`src/rtl/abr_prim_onehot_pkg.sv`:
```
// Shared types for the one-hot select generator.
//   sel_gen_state_e : sparse FSM encoding, pairwise Hamming distance >= 3
//   gap_cnt_width() : width of the break-before-make gap counter
package abr_prim_onehot_pkg;

   localparam int unsigned StateWidth = 5;

   // Pairwise distances: I-A 3, I-G 3, I-E 4, A-G 4, A-E 3, G-E 3.
   localparam logic [StateWidth-1:0] StIdle   = 5'b00000;
   localparam logic [StateWidth-1:0] StActive = 5'b00111;
   localparam logic [StateWidth-1:0] StGap    = 5'b11001;
   localparam logic [StateWidth-1:0] StError  = 5'b11110;

   typedef enum logic [StateWidth-1:0] {
      SelIdle   = StIdle,
      SelActive = StActive,
      SelGap    = StGap,
      SelError  = StError
   } sel_gen_state_e;

   // $clog2(gap+1), floored at 1 so the counter always has a legal width.
   function automatic int unsigned gap_cnt_width(input int unsigned gap);
      int unsigned w;
      if (gap == 0) begin
         w = 1;
      end else begin
         w = $unsigned($clog2(gap + 1));
      end
      return w;
   endfunction

endpackage

```
`src/rtl/abr_prim_bin2onehot.sv`:
```
// Combinational binary-to-one-hot decoder with enable.
//   addr_i : binary index
//   en_i   : 0 forces an all-zero output
//   oh_o   : one-hot result; indices >= OneHotWidth decode to all-zero
module abr_prim_bin2onehot #(
   parameter int unsigned AddrWidth   = 5,
   parameter int unsigned OneHotWidth = 2**AddrWidth
) (
   input  logic [AddrWidth-1:0]   addr_i,
   input  logic                   en_i,
   output logic [OneHotWidth-1:0] oh_o
);

   for (genvar i = 0; i < OneHotWidth; i++) begin : g_dec
      assign oh_o[i] = en_i && (addr_i == AddrWidth'(i));
   end

endmodule

```
`src/rtl/abr_prim_onehot_sel_gen.sv`:
```
// Sequential one-hot select generator with break-before-make gaps and a
// self-check of its own registered state.
//   clk_i, rst_i          : clock, asynchronous active-high reset
//   req_valid_i/ready_o   : request handshake
//   req_addr_i, req_en_i  : requested index / select (1) or deselect-all (0)
//   oh_o, addr_o, en_o    : registered one-hot select triple
//   busy_o                : high while inserting a gap
//   err_o                 : sticky error, cleared only by reset
module abr_prim_onehot_sel_gen
   import abr_prim_onehot_pkg::*;
#(
   parameter int unsigned AddrWidth   = 5,
   parameter int unsigned OneHotWidth = 2**AddrWidth,
   parameter int unsigned GapCycles   = 1
) (
   input  logic                   clk_i,
   input  logic                   rst_i,
   input  logic                   req_valid_i,
   output logic                   req_ready_o,
   input  logic [AddrWidth-1:0]   req_addr_i,
   input  logic                   req_en_i,
   output logic [OneHotWidth-1:0] oh_o,
   output logic [AddrWidth-1:0]   addr_o,
   output logic                   en_o,
   output logic                   busy_o,
   output logic                   err_o
);

   localparam int unsigned CntW = gap_cnt_width(GapCycles);
   localparam logic [CntW-1:0] CntLoad = (GapCycles > 0) ? CntW'(GapCycles - 1) : '0;

   sel_gen_state_e         state_q, state_d;
   logic [OneHotWidth-1:0] oh_q, oh_d, oh_chk;
   logic [AddrWidth-1:0]   addr_q, addr_d;
   logic [AddrWidth-1:0]   pend_q, pend_d;
   logic [CntW-1:0]        cnt_q, cnt_d;
   logic                   en_q, en_d;
   logic                   busy_q, busy_d;
   logic                   ready_q, ready_d;
   logic                   err_q, err_d;

   logic accept;
   logic illegal_addr;
   logic chk_fail;

   assign accept       = req_valid_i && ready_q;
   assign illegal_addr = (32'(req_addr_i) >= OneHotWidth);

   // Next-state one-hot comes from the same decoder as the check path.
   abr_prim_bin2onehot #(
      .AddrWidth   (AddrWidth),
      .OneHotWidth (OneHotWidth)
   ) u_dec_next (
      .addr_i (addr_d),
      .en_i   (en_d),
      .oh_o   (oh_d)
   );

   // Independent re-decode of the registered address/enable.
   abr_prim_bin2onehot #(
      .AddrWidth   (AddrWidth),
      .OneHotWidth (OneHotWidth)
   ) u_dec_chk (
      .addr_i (addr_q),
      .en_i   (en_q),
      .oh_o   (oh_chk)
   );

   // Registered state must be self-consistent; IDLE and GAP must be all-zero.
   always_comb begin
      chk_fail = (oh_q != oh_chk) || (en_q != (|oh_q));
      if (((state_q == SelIdle) || (state_q == SelGap)) && (|oh_q)) begin
         chk_fail = 1'b1;
      end
   end

   // Next-state and next-output logic.
   always_comb begin
      state_d = state_q;
      addr_d  = addr_q;
      pend_d  = pend_q;
      cnt_d   = cnt_q;
      en_d    = en_q;
      err_d   = err_q;

      unique case (state_q)
         SelIdle: begin
            if (chk_fail) begin
               state_d = SelError;
            end else if (accept && req_en_i) begin
               if (illegal_addr) begin
                  state_d = SelError;
               end else begin
                  state_d = SelActive;
                  addr_d  = req_addr_i;
                  en_d    = 1'b1;
               end
            end
         end
         SelActive: begin
            if (chk_fail) begin
               state_d = SelError;
            end else if (accept) begin
               if (!req_en_i) begin
                  state_d = SelIdle;
                  en_d    = 1'b0;
               end else if (illegal_addr) begin
                  state_d = SelError;
               end else if (req_addr_i != addr_q) begin
                  if (GapCycles == 0) begin
                     addr_d = req_addr_i;
                  end else begin
                     state_d = SelGap;
                     pend_d  = req_addr_i;
                     cnt_d   = CntLoad;
                     en_d    = 1'b0;
                  end
               end
            end
         end
         SelGap: begin
            if (chk_fail) begin
               state_d = SelError;
            end else if (cnt_q == '0) begin
               state_d = SelActive;
               addr_d  = pend_q;
               en_d    = 1'b1;
            end else begin
               cnt_d = cnt_q - CntW'(1);
            end
         end
         SelError: begin
            state_d = SelError;
         end
         default: begin
            state_d = SelError;
         end
      endcase

      // Every path into ERROR drops the select and latches the error.
      if (state_d == SelError) begin
         en_d  = 1'b0;
         err_d = 1'b1;
      end

      busy_d  = (state_d == SelGap);
      ready_d = (state_d == SelIdle) || (state_d == SelActive);
   end

   always_ff @(posedge clk_i or posedge rst_i) begin
      if (rst_i) begin
         state_q <= SelIdle;
         oh_q    <= '0;
         addr_q  <= '0;
         pend_q  <= '0;
         cnt_q   <= '0;
         en_q    <= 1'b0;
         busy_q  <= 1'b0;
         ready_q <= 1'b1;
         err_q   <= 1'b0;
      end else begin
         state_q <= state_d;
         oh_q    <= oh_d;
         addr_q  <= addr_d;
         pend_q  <= pend_d;
         cnt_q   <= cnt_d;
         en_q    <= en_d;
         busy_q  <= busy_d;
         ready_q <= ready_d;
         err_q   <= err_d;
      end
   end

   assign req_ready_o = ready_q;
   assign oh_o        = oh_q;
   assign addr_o      = addr_q;
   assign en_o        = en_q;
   assign busy_o      = busy_q;
   assign err_o       = err_q;

endmodule

```
`config.mk`:
```
export PLATFORM = sky130hd
export DESIGN_NAME = abr_prim_onehot_sel_gen
export DESIGN_NICKNAME = d
export VERILOG_FILES = /design/src/rtl/abr_prim_onehot_pkg.sv /design/src/rtl/abr_prim_bin2onehot.sv /design/src/rtl/abr_prim_onehot_sel_gen.sv
export SDC_FILE = /design/constraint.sdc
export NUM_CORES = 1
export LEC_CHECK = 0
export ABC_AREA = 1
export CAP_MARGIN = 30
export CORE_ASPECT_RATIO = 0.5
export CORE_UTILIZATION = 45
export CTS_CLUSTER_DIAMETER = 60
export DETAILED_ROUTE_END_ITERATION = 12
export MAX_ROUTING_LAYER = met4
export PLACE_DENSITY_LB_ADDON = 0.15
export SLEW_MARGIN = 0
export SYNTH_ARGS = -nofsm -noshare
export SYNTH_HDL_FRONTEND = slang
export SYNTH_SLANG_ARGS = --single-unit
export TNS_END_PERCENT = 20
```
`constraint.sdc`:
```
create_clock -name clk_i -period 7 [get_ports clk_i]
set_input_delay 1.4 -clock clk_i [delete_from_list [all_inputs] [get_ports clk_i]]
set_output_delay 1.4 -clock clk_i [all_outputs]
set_load 0.01 [all_outputs]
```
==> results.md <==
* Fin worst setup slack at 3.63 ns
* CP arrival at 3.57 ns
* EDFF count, synth at 0
* Worst vdd ir at 0.0931 mV
* Total power per unit cell area at between 100 and 150 mW/mm²
* Min-delay worst type: register to register
* Slew Viols, Final at 0
* Synth top cells by count: nand2_1 (193), nor2_1 (92), inv_1 (52)
* Avg WL per Cell at ~14 µm
* Critical R2R Capture: oh_o[28]
* Clock Tree Buf Depth at 2
* I/O pins at 50
* RSZ-0062 raised after global routing: no
* Final net count at between 500 and 600
* Initial antenna violation count at 0
* DRT iter0 DRCs at 298
* Initial Util at 48.3%
* FF-to-FF setup slack at 3.66 ns
* Synth top area cells: dfrtp_1 (37%), nand2_1 (22%), nor2_1 (10%), nand3_1 (6.6%), inv_1 (5.8%)
* ANT cells at 0
* Sequential area share after synthesis at 38.3%
* Share of cells above drive strength 1 at 7.37%
* Worst Setup EP: oh_o[28]
* Fill cells at 685
* Multi-input gate area at 0.00175 mm²
* Die Y at approximately 63 µm
* R2R cell count at 16
* # hold bufs at CTS at 0
* Pin count of the biggest net entering global routing at 52
* Later-pin clock latency in the skew report at 0.29 ns
* Startpoint Class: input port
* Slew margin rel. at between 50% and 60%
* Reg area at 0.00128 mm²
* Final setup viols at 0
* R2r startpoint: addr_o[4]
* # DRC at 0
* #FFs+latches synth at 51
* Synth Instances at 522
* Full die area at 0.00778 mm²
* Crit path buffers/inverters at 1
* Total CTS buffers at 5
* PostCTS Resize Cnt at 0
* Largest stage delay, worst path at 0.52 ns
* First-pass GRT wire length at 15,000 µm
* Minimum clock period at 3.37 ns
* Postcts setup bufs at 0
* Worst EP required at 7.21 ns
* Status: complete, no violations
* Async SR Flop Fraction at 100%
* CTS tree: yes
* P_leak at 1.99 nW
* YS warnings at 0
* Vias at 3,355
* Mapped Nets at roughly 530
* Adder-Cell Fraction of Synth Area at 0%
* Post-Syn Area at 0.00334 mm²
* Maximum clock frequency at 297 MHz
* Number of global-route vias before repair at around 2,900
* Area leader, netlist: dfrtp_1
* Post-Synth XOR/XNOR Area at 0.525%
* Crit. End Element: register
* Worst slew pin tran at 0.629 ns
* Count leader, synth: nand2_1
* Drt via density at a little over 5
* CP top delay family: simple AND/OR/NAND/NOR gates
* Simple-gate share of the synthesized area at 47.9%
* WS Path Type: input port to register
* Syn Area/Cell at 6.39 µm²
* CORE AREA at 0.00691 mm²
* Detail Route Antenna Nets at 0
* Final hold vios at 0
* Detailed-placement wirelength estimate at 7060 µm
* CP max FO at 16
* Crit path top cell by count: nor2_1
* GRT Residual Overflow at 0
* Max-cap violations at 0
* Post-synthesis cell type count at 30
* Crit-path slowest cell: clkdlybuf4s50_1
* Core Rows at 21
* PortBufs at 49
* CTS Sinks at 51
* Post-route setup TNS at 0 ns
* Final Skew at 0.00406 ns
* TritonRoute pass-1 iters at 5
* Main flop type after synthesis: dfrtp_1
* GRT Total Usage at 26.2%
* Placer Congestion at 0.925
* Post-synthesis compound-gate area fraction at 3.97%
* Clk pin slew, worst setup/hold paths at approximately 0.060 ns
* CP startpoint: req_addr_i[3]
* Worst path depth at 12
* Post-synthesis mux area share at 0%
* Synth top area share at between 30% and 40%
* Root Buffer: clkbuf_16
* Die Wd at 124 µm
* Dpl ws at 3.29 ns
* Tcrit/Tclk final at 48.1%
* Routed Wire Length at 9100 µm
* Critical-path cell list: clkdlybuf4s50_1 > xnor2_1 > o211ai_1 > nor4_1 > nor2_1 > nor2_1 > nor2_1 > nor2_1 > nand2_1 > nand2_1 > nand3_2 > nor2_1
* Largest family of logic cells by synthesized area: simple AND/OR/NAND/NOR gates
* P&R area growth vs syn at 20.8%
* Htree depth at 2
## power by group
| part | leakage [nW] | total, mW | internal (mW) | switching, mW |
|---|---|---|---|---|
| registers | 0.657 | 0.295 | 0.295 | 0 |
| logic | 1.27 | 0.0128 | 0.00500 | 0.00783 |
| clock network | 0.0652 | 0.235 | 0.133 | 0.102 |
## cells by family after synthesis
family,after synthesis
compound gates,23
flops,51
simple gates,369
buf+inv,77
xor+xnor,2
## layout make-up
cell class	count	area share, %
tap	92	2.86
inverter	66	6.15
clock buffer	8	3.38
timing repair buffer	51	12.5
sequential	51	31.7
multi-input combinational	394	43.4
## worst min-delay path by stage
stage / from / to / slack [ns] / depth (start not counted)
after floorplan: pend_q[2] / pend_q[2] / 0.45 / 2
final: pend_q[0] / pend_q[0] / 0.49 / 2
after CTS: pend_q[0] / pend_q[0] / 0.49 / 2
after detailed placement: pend_q[0] / pend_q[0] / 0.47 / 2
after global routing: pend_q[0] / pend_q[0] / 0.51 / 2
after global placement: err_o / err_o / 0.45 / 2
## layer usage
layer | wire, µm | vias to the layer above | global-route usage (%)
met3 | 651 | 9 | 3.47
met2 | 3610 | 122 | 34.9
met1 | 4770 | 1515 | 41.1
li1 | - | 1709 | -
met4 | 73 | 0 | 6.33
met5 | 0 | - | -
## registers in the layout (all words and copies together) (netlist names)
register and count:
oh_o 32, addr_o 5, pend_q 5, state_q 5
busy_o 1, en_o 1, err_o 1, req_ready_o 1
## placed cells by master (no fill, tap or decap)
cell             Yosys  layout
o211ai_1             2       2
nand2_2              2       2
xnor2_1              1       1
nor2_1              92      92
inv_1               52      51
xor2_1               1       1
a21boi_0             1       1
o21ai_1              1       1
o21bai_1             3       3
nor2_4               3       3
clkdlybuf4s50_1      0      49
nand3b_1             4       4
buf_4                1       2
o21a_1               1       1
nand3_1             44      44
nand2_1            193     193
nand3_2              6       6
dfstp_2              1       1
nor2_2               8       8
nor4_1               2       2
clkbuf_16            0       5
nand3b_2             1       1
inv_2               12      13
nand4_1             13      13
clkinv_1             2       2
o21ai_0             12      12
dfrtp_1             50      50
a21oi_1              3       3
clkbuf_1             1       3
nand3_4              1       1
## worst register-to-register path, cell delays in order (launching register included)
cell     delay, ns
dfrtp_1       0.49
nand2_1       0.19
inv_2         0.43
nand3_1       0.17
nand2_1       0.08
nand2_1       0.06
inv_2         0.04
nand2_1       0.03
nor2_1        0.09
nand2_1       0.09
nor2_4        0.26
nand3_2       0.28
inv_2         0.17
nand2_1       0.10
nand2_1       0.20
nand3_2       0.34
nor2_1        0.23
## stage by stage
step / total power [mW] / instance area, µm² / cells / hold slack [ns] / util, %
3_3_place_gp: 0.314 / 3890 / 654 / 0.455 / 56.4
2_1_floorplan: 0.306 / 3340 / 522 / 0.449 / -
4_1_cts: 0.545 / 4030 / 662 / 0.491 / 58.3
3_5_place_dp: 0.314 / 3890 / 654 / 0.475 / 56.4
6_report: 0.543 / 4030 / 662 / 0.486 / 58.3
5_1_grt: 0.564 / 4030 / 662 / 0.508 / 58.3
Note: power is estimated with default switching activity, not from simulation.
